**src/rtl/ama_riscv_bp_gshare.sv**
```systemverilog
// Gshare branch direction predictor: a table of 2-bit saturating counters indexed by
// PC XOR global history. It is trained when the branch resolves in execute.
package ama_riscv_bp_gshare_pkg;
    typedef enum logic {
        B_NT = 1'b0,
        B_T  = 1'b1
    } branch_t;
endpackage

module ama_riscv_bp_gshare
    import ama_riscv_bp_gshare_pkg::*;
#(
    parameter int IDX_BITS = 5,
    parameter int GHR_BITS = 5,
    localparam int GHR_W   = (GHR_BITS == 0) ? 1 : GHR_BITS
) (
    input  logic              clk,
    input  logic              rst,
    input  logic              pred_req,
    input  logic [31:0]       pc_dec,
    input  logic [31:0]       imm_b_dec,
    output branch_t           bp_pred,
    output logic [31:0]       bp_target,
    input  logic              upd_valid,
    input  logic [31:0]       upd_pc,
    input  branch_t           upd_res,
    input  logic              upd_hit,
    output logic [GHR_W-1:0]  ghr,
    output logic [31:0]       cnt_pred,
    output logic [31:0]       cnt_miss
);
    localparam int ENTRIES = 1 << IDX_BITS;

    logic [1:0]          tbl_q [ENTRIES];
    logic [1:0]          tbl_d [ENTRIES];
    logic [GHR_W-1:0]    ghr_q, ghr_d;
    logic [31:0]         cnt_pred_q, cnt_pred_d;
    logic [31:0]         cnt_miss_q, cnt_miss_d;
    logic [IDX_BITS-1:0] ghr_idx;
    logic [IDX_BITS-1:0] pred_idx;
    logic [IDX_BITS-1:0] upd_idx;
    logic                upd_taken;

    // Only the index bits of the resolving PC take part in the lookup.
    logic unused_upd_pc;
    assign unused_upd_pc = ^{upd_pc[31:IDX_BITS+2], upd_pc[1:0]};

    assign upd_taken = (upd_res == B_T);

    generate
        if (GHR_BITS == 0) begin : g_bimodal
            assign ghr_idx = '0;
            always_comb ghr_d = '0;
        end else if (GHR_BITS == 1) begin : g_ghr1
            assign ghr_idx = IDX_BITS'(ghr_q);
            always_comb begin
                ghr_d = ghr_q;
                if (upd_valid) ghr_d = upd_taken;
            end
        end else begin : g_ghrn
            assign ghr_idx = IDX_BITS'(ghr_q);
            always_comb begin
                ghr_d = ghr_q;
                if (upd_valid) ghr_d = {ghr_q[GHR_W-2:0], upd_taken};
            end
        end
    endgenerate

    // Both indices use the pre-shift history: only one prediction is ever in flight.
    assign pred_idx  = pc_dec[IDX_BITS+1:2] ^ ghr_idx;
    assign upd_idx   = upd_pc[IDX_BITS+1:2] ^ ghr_idx;
    assign bp_pred   = tbl_q[pred_idx][1] ? B_T : B_NT;
    assign bp_target = pc_dec + imm_b_dec;

    always_comb begin
        tbl_d = tbl_q;
        if (upd_valid) begin
            if (upd_taken && (tbl_q[upd_idx] != 2'b11))
                tbl_d[upd_idx] = tbl_q[upd_idx] + 2'b01;
            else if (!upd_taken && (tbl_q[upd_idx] != 2'b00))
                tbl_d[upd_idx] = tbl_q[upd_idx] - 2'b01;
        end
    end

    always_comb begin
        cnt_pred_d = cnt_pred_q;
        cnt_miss_d = cnt_miss_q;
        if (pred_req && (cnt_pred_q != '1))
            cnt_pred_d = cnt_pred_q + 32'd1;
        if (upd_valid && !upd_hit && (cnt_miss_q != '1))
            cnt_miss_d = cnt_miss_q + 32'd1;
    end

    // NOTE: the table lives in flops, so resetting every entry is legal and cheap;
    // a RAM-backed table could not be cleared in a single cycle like this.
    always_ff @(posedge clk) begin
        if (rst) begin
            for (int i = 0; i < ENTRIES; i++) tbl_q[i] <= 2'b01;
            ghr_q      <= '0;
            cnt_pred_q <= '0;
            cnt_miss_q <= '0;
        end else begin
            // NOTE: non-blocking assignments keep every read in this cycle on old state.
            tbl_q      <= tbl_d;
            ghr_q      <= ghr_d;
            cnt_pred_q <= cnt_pred_d;
            cnt_miss_q <= cnt_miss_d;
        end
    end

    assign ghr      = ghr_q;
    assign cnt_pred = cnt_pred_q;
    assign cnt_miss = cnt_miss_q;

endmodule

```
**config.mk**
```make
export PLATFORM = sky130hd
export DESIGN_NAME = ama_riscv_bp_gshare
export DESIGN_NICKNAME = d
export VERILOG_FILES = /design/src/rtl/ama_riscv_bp_gshare.sv
export SDC_FILE = /design/constraint.sdc
export NUM_CORES = 1
export LEC_CHECK = 0
export BUFFER_PORTS_ARGS = -buffer_cell sky130_fd_sc_hd__buf_2
export CAP_MARGIN = 20
export CORE_MARGIN = 4
export CORE_UTILIZATION = 25
export CTS_CLUSTER_SIZE = 30
export DETAILED_ROUTE_END_ITERATION = 12
export PLACE_DENSITY = 0.55
export SLEW_MARGIN = 20
export SYNTH_ARGS = -nofsm -noshare
export SYNTH_HDL_FRONTEND = slang
export SYNTH_SLANG_ARGS = --single-unit
```
**constraint.sdc**
```tcl
create_clock -name clk -period 11.2 [get_ports clk]
set_clock_uncertainty 0.05 [all_clocks]
set_input_delay 0 -clock clk [delete_from_list [all_inputs] [get_ports clk]]
set_output_delay 0 -clock clk [all_outputs]
set_load 0.02 [all_outputs]
```
# Word level (Yosys, flattened, before mapping)
# Cells that the tools add are included.
[word_totals]
register_bits = 133
in_bits = 102
output_inout_bits = 102
elab_cells = 74
[op_classes]
n_addsub = 5
magnitude_cmp = 3
n_eq_ne = 3
n_mux = 13
bitwise_logic = 4
reduce_logical = 11
[ops]
columns = ["op", "n"]
rows = [
  ["64-bit bitwise mux", 2],
  ["64-bit 2-to-1 mux", 2],
  ["32-bit by 1-bit adder with 32-bit output (second input constant)", 2],
  ["32-bit inequality test (second input constant)", 2],
  ["32-bit adder", 1],
  ["2-bit binary-select mux with 5-bit select", 2],
  ["6-bit greater-or-equal comparator (second input constant)", 2],
  ["5-bit NOT with 6-bit output", 2],
  ["2-bit demux with 5-bit select", 1],
  ["2-bit 2-to-1 mux", 5],
  ["5-bit bitwise XOR", 2],
  ["1-bit logical AND", 6],
  ["6-bit by 1-bit less-than comparator with 1-bit output (second input constant)", 1],
  ["2-bit nonzero test", 2],
  ["2-bit by 1-bit adder with 2-bit output (second input constant)", 1],
  ["1-bit logical NOT", 2],
  ["2-bit inequality test (second input constant)", 1],
  ["2-bit AND reduction", 1],
  ["2-bit by 1-bit subtractor with 2-bit output (second input constant)", 1],
  ["1-bit 2-to-1 mux", 1],
]

# Logic depth before layout (Yosys ltp)
[logic_depth]
ltp_word = 9
mapped_depth = 21
ltp_nobuf = 15

# Least setup slack after synthesis
# Ideal clock, no wire load.
[synth_timing]
path_kind = "register to register"
startpoint = "register ghr_q[0] (netlist: ghr[0])"
endpoint = "register (tool-made name)"
setup_time_ns = 0.120
arrival_ns = 3.794
setup_slack_ns = 7.236
stages_incl_launch_ff = 18
cell_sequence = "dfxtp_1 buf_4 xor2_1 buf_2 mux4_2 o2111a_1 buf_6 buf_12 mux2_2 ha_1 nor2b_1 o21ai_1 nor2_1 and2_1 clkbuf_1 clkbuf_1 nand2_1 a211o_1"
[synth_rtl]
columns = ["element", "line", "text"]
rows = [
  ["from (decl)", "36", "logic [GHR_W-1:0] ghr_q, ghr_d;"],
  ["from (signal assigned)", "105", "ghr_q <= ghr_d;"],
]

==> run metrics <==
Ys Warns=0; power density over the cells=135 nW/um^2; status=complete, no violations; initial antenna violation count=0; Relative slew margins=0.350; DRC errors left=0; area of the multi-input gates=around 5300 sq um; Critical Path End Type=register; post_cts resized=0; clk slew on worst S/H paths=60 ps; Leak=about 0.004 uW; TritonRoute pass-1 iters=5; CTS tree=built; remaining global-route overflow=0; Top FF cell, synth=dfxtp_1; clock buffer depth=2; Reg2Reg Setup Slack=6260 ps; Post-Synthesis Cell Area=around 8300 sq um; First DRT Iteration DRCs=400; post-synthesis cell count=between 900 and 1000; I/O Buffers=176; Final Hold Viols=0; Post-synth EDFFs=0; Layout area overhead=23.5%; async set-reset flop share out of synthesis=0; setup_tns=0 ps; register area share after synthesis=0.323; crit-path max FO=17; worst skew pair latency=430 ps; Critical Path RT=roughly 11000 ps; All-Layer GR Usage=0.130; Die H=~190 microns; fin cells=1599; Initial Utilization=0.254; # Post-CTS Setup Buffers=0; Hold Crit Class=in -> reg; total power=between 1000 and 1500 uW; Post-DP HPWL=roughly 18000 microns; Mapped Nets=1127; Worst Tran Pin Value=about 970 ps; Final Cell Area=~10000 sq um; crit path launch type=register; Core Region=around 33000 sq um; CTS Buf Count=17; clock net sink count=approximately 130; CP Buf/Inv Count=0; Ports=about 200; Die ar.=roughly 36000 sq um; H-tree depth=4; leading cell types in the layout, fill and taps excluded=buf_2, nand2_1, dfxtp_1; layout cells sized above 1=0.224; Slew Viols, Final=0; placed instance area=9510 sq um; via density per instance=4.82; number of fill cells=about 3500; final net count=between 1000 and 1500; # setup viols final=0; # diodes=0; largest net degree at the start of global routing=89; achievable frequency=around 200 MHz; RSZ-0062 raised after global routing=no; vias in the first global route=7395; GPL Wtd Cong=between 0.8 and 0.9; die width=approximately 190 microns; Setup WS pre-CTS=~6200 ps; post-route ant nets=0; critical path arrival=5200 ps; number of core rows=66; crit-path max cell delay=about 840 ps; CP Class=reg -> reg; flip-flop and latch area=approximately 2700 sq um; post-synthesis average cell area=around 8.3 sq um; DR WL/cell=roughly 15 microns; Critical Path, Cell by Cell=xor2_2 -> mux4_2 -> o2111a_1 -> mux2_2 -> ha_1 -> nor2b_1 -> o21ai_1 -> nor3b_2 -> nand2_1 -> a211o_1; final worst path period need=a little under 5000 ps; final setup margin=between 6000 and 7000 ps; Root Driver=clkbuf_16; Crit path max-delay family=simple AND/OR/NAND/NOR gates; post-synthesis register bit count=133; max-cap violation count=0; synth unique cells=a little over 70; routed wire length=23800 microns; slowest cell on the critical path=nor3b_2; commonest non-fill, non-tap cell in the layout=buf_2; DR vias=7708; period utilization=0.441; Peak supply drop=~0.00008 V; Inst Count DP=~1600; first-pass GRT wire length=between 30000 and 40000 microns
[worst paths after layout]
check	end	startpoint	cells after the start
worst max-delay path	register	ghr[0]	10
worst min-delay path	cnt_miss[0]	upd_hit	5
worst min register to register	register	register	1
worst max register to register	register	ghr[0]	10
[synthesized netlist by cell type (all sizes together) (4+ instances only)]
| cell type | number | area, sq um |
|---|---|---|
| nand2 | 134 | 503 |
| dfxtp | 133 | 2660 |
| nor2 | 123 | 467 |
| a21oi | 75 | 375 |
| nand3 | 56 | 280 |
| xor2 | 47 | 434 |
| xnor2 | 45 | 409 |
| clkbuf | 35 | 131 |
| ha | 35 | 438 |
| a211o | 34 | 298 |
| nand4 | 28 | 175 |
| o21ai | 26 | 130 |
| mux4 | 19 | 439 |
| buf | 17 | 135 |
| nor3 | 16 | 101 |
| mux2i | 15 | 150 |
| a21o | 13 | 97.6 |
| inv | 13 | 48.8 |
| or3 | 10 | 62.6 |
| and2 | 9 | 58.8 |
| and3 | 9 | 56.3 |
| nor2b | 9 | 58.8 |
| and4 | 8 | 70.1 |
| nor4 | 7 | 50.1 |
| nand2b | 6 | 37.5 |
| o211ai | 6 | 45.0 |
| o21a | 6 | 45.0 |
| a211oi | 5 | 37.5 |
| a32oi | 4 | 35.0 |
| nor3b | 4 | 35.0 |
| o21bai | 4 | 30.0 |
| o31ai | 4 | 30.0 |
[cells by family after synthesis]
family                     share of synthesized area
xor gates and xnor gates                       0.102
buffers and inverters                         0.0382
adders and majority gates                     0.0555
AOI/OAI and AO/OA                              0.161
muxes                                         0.0755
and+or+nand+nor                                0.245
DFF                                            0.323
[area by class of cell]
class / count / area share
timing repair buffer: 188 / 0.0965
clock inverter: 13 / 0.0199
tap: 442 / 0.0542
multi-input combinational: 791 / 0.520
inverter: 13 / 0.00479
clock buffer: 19 / 0.0434
sequential: 133 / 0.261
[tightest hold or removal path, cell delays in order]
cell and delay (ps):
buf_2 100, nand2b_1 120, a21oi_1 70, xnor2_1 130
nor2_1 40
[metrics by stage]
step            util  hold WS, ps
2_1_floorplan      -         97.2
5_1_grt        0.313         51.6
3_3_place_gp   0.292          252
6_report       0.313         35.1
4_1_cts        0.313         16.0
3_5_place_dp   0.292          263
[power by group]
group          total [uW]  internal [uW]  switching [uW]
Combinational         274           99.7             174
Sequential            481            477            4.06
Clock                 621            400             220
Total                1380            977             399
[repair_timing]
| item | 4_1_cts | 5_1_grt |
|---|---|---|
| setup endpoints to repair | 0 | 0 |
| endpoints found under the hold margin | 44 | 0 |
| hold buffers | 4 | 0 |
[per-layer routing]
layer | share of wire | GRT usage | vias up
met5 | 0 | 0 | -
li1 | - | - | 3855
met3 | 0.071 | 0.0338 | 32
met1 | 0.46 | 0.173 | 3585
met2 | 0.45 | 0.207 | 236
met4 | 0.020 | 0.0420 | 0
(Power assumes the default switching activity.)
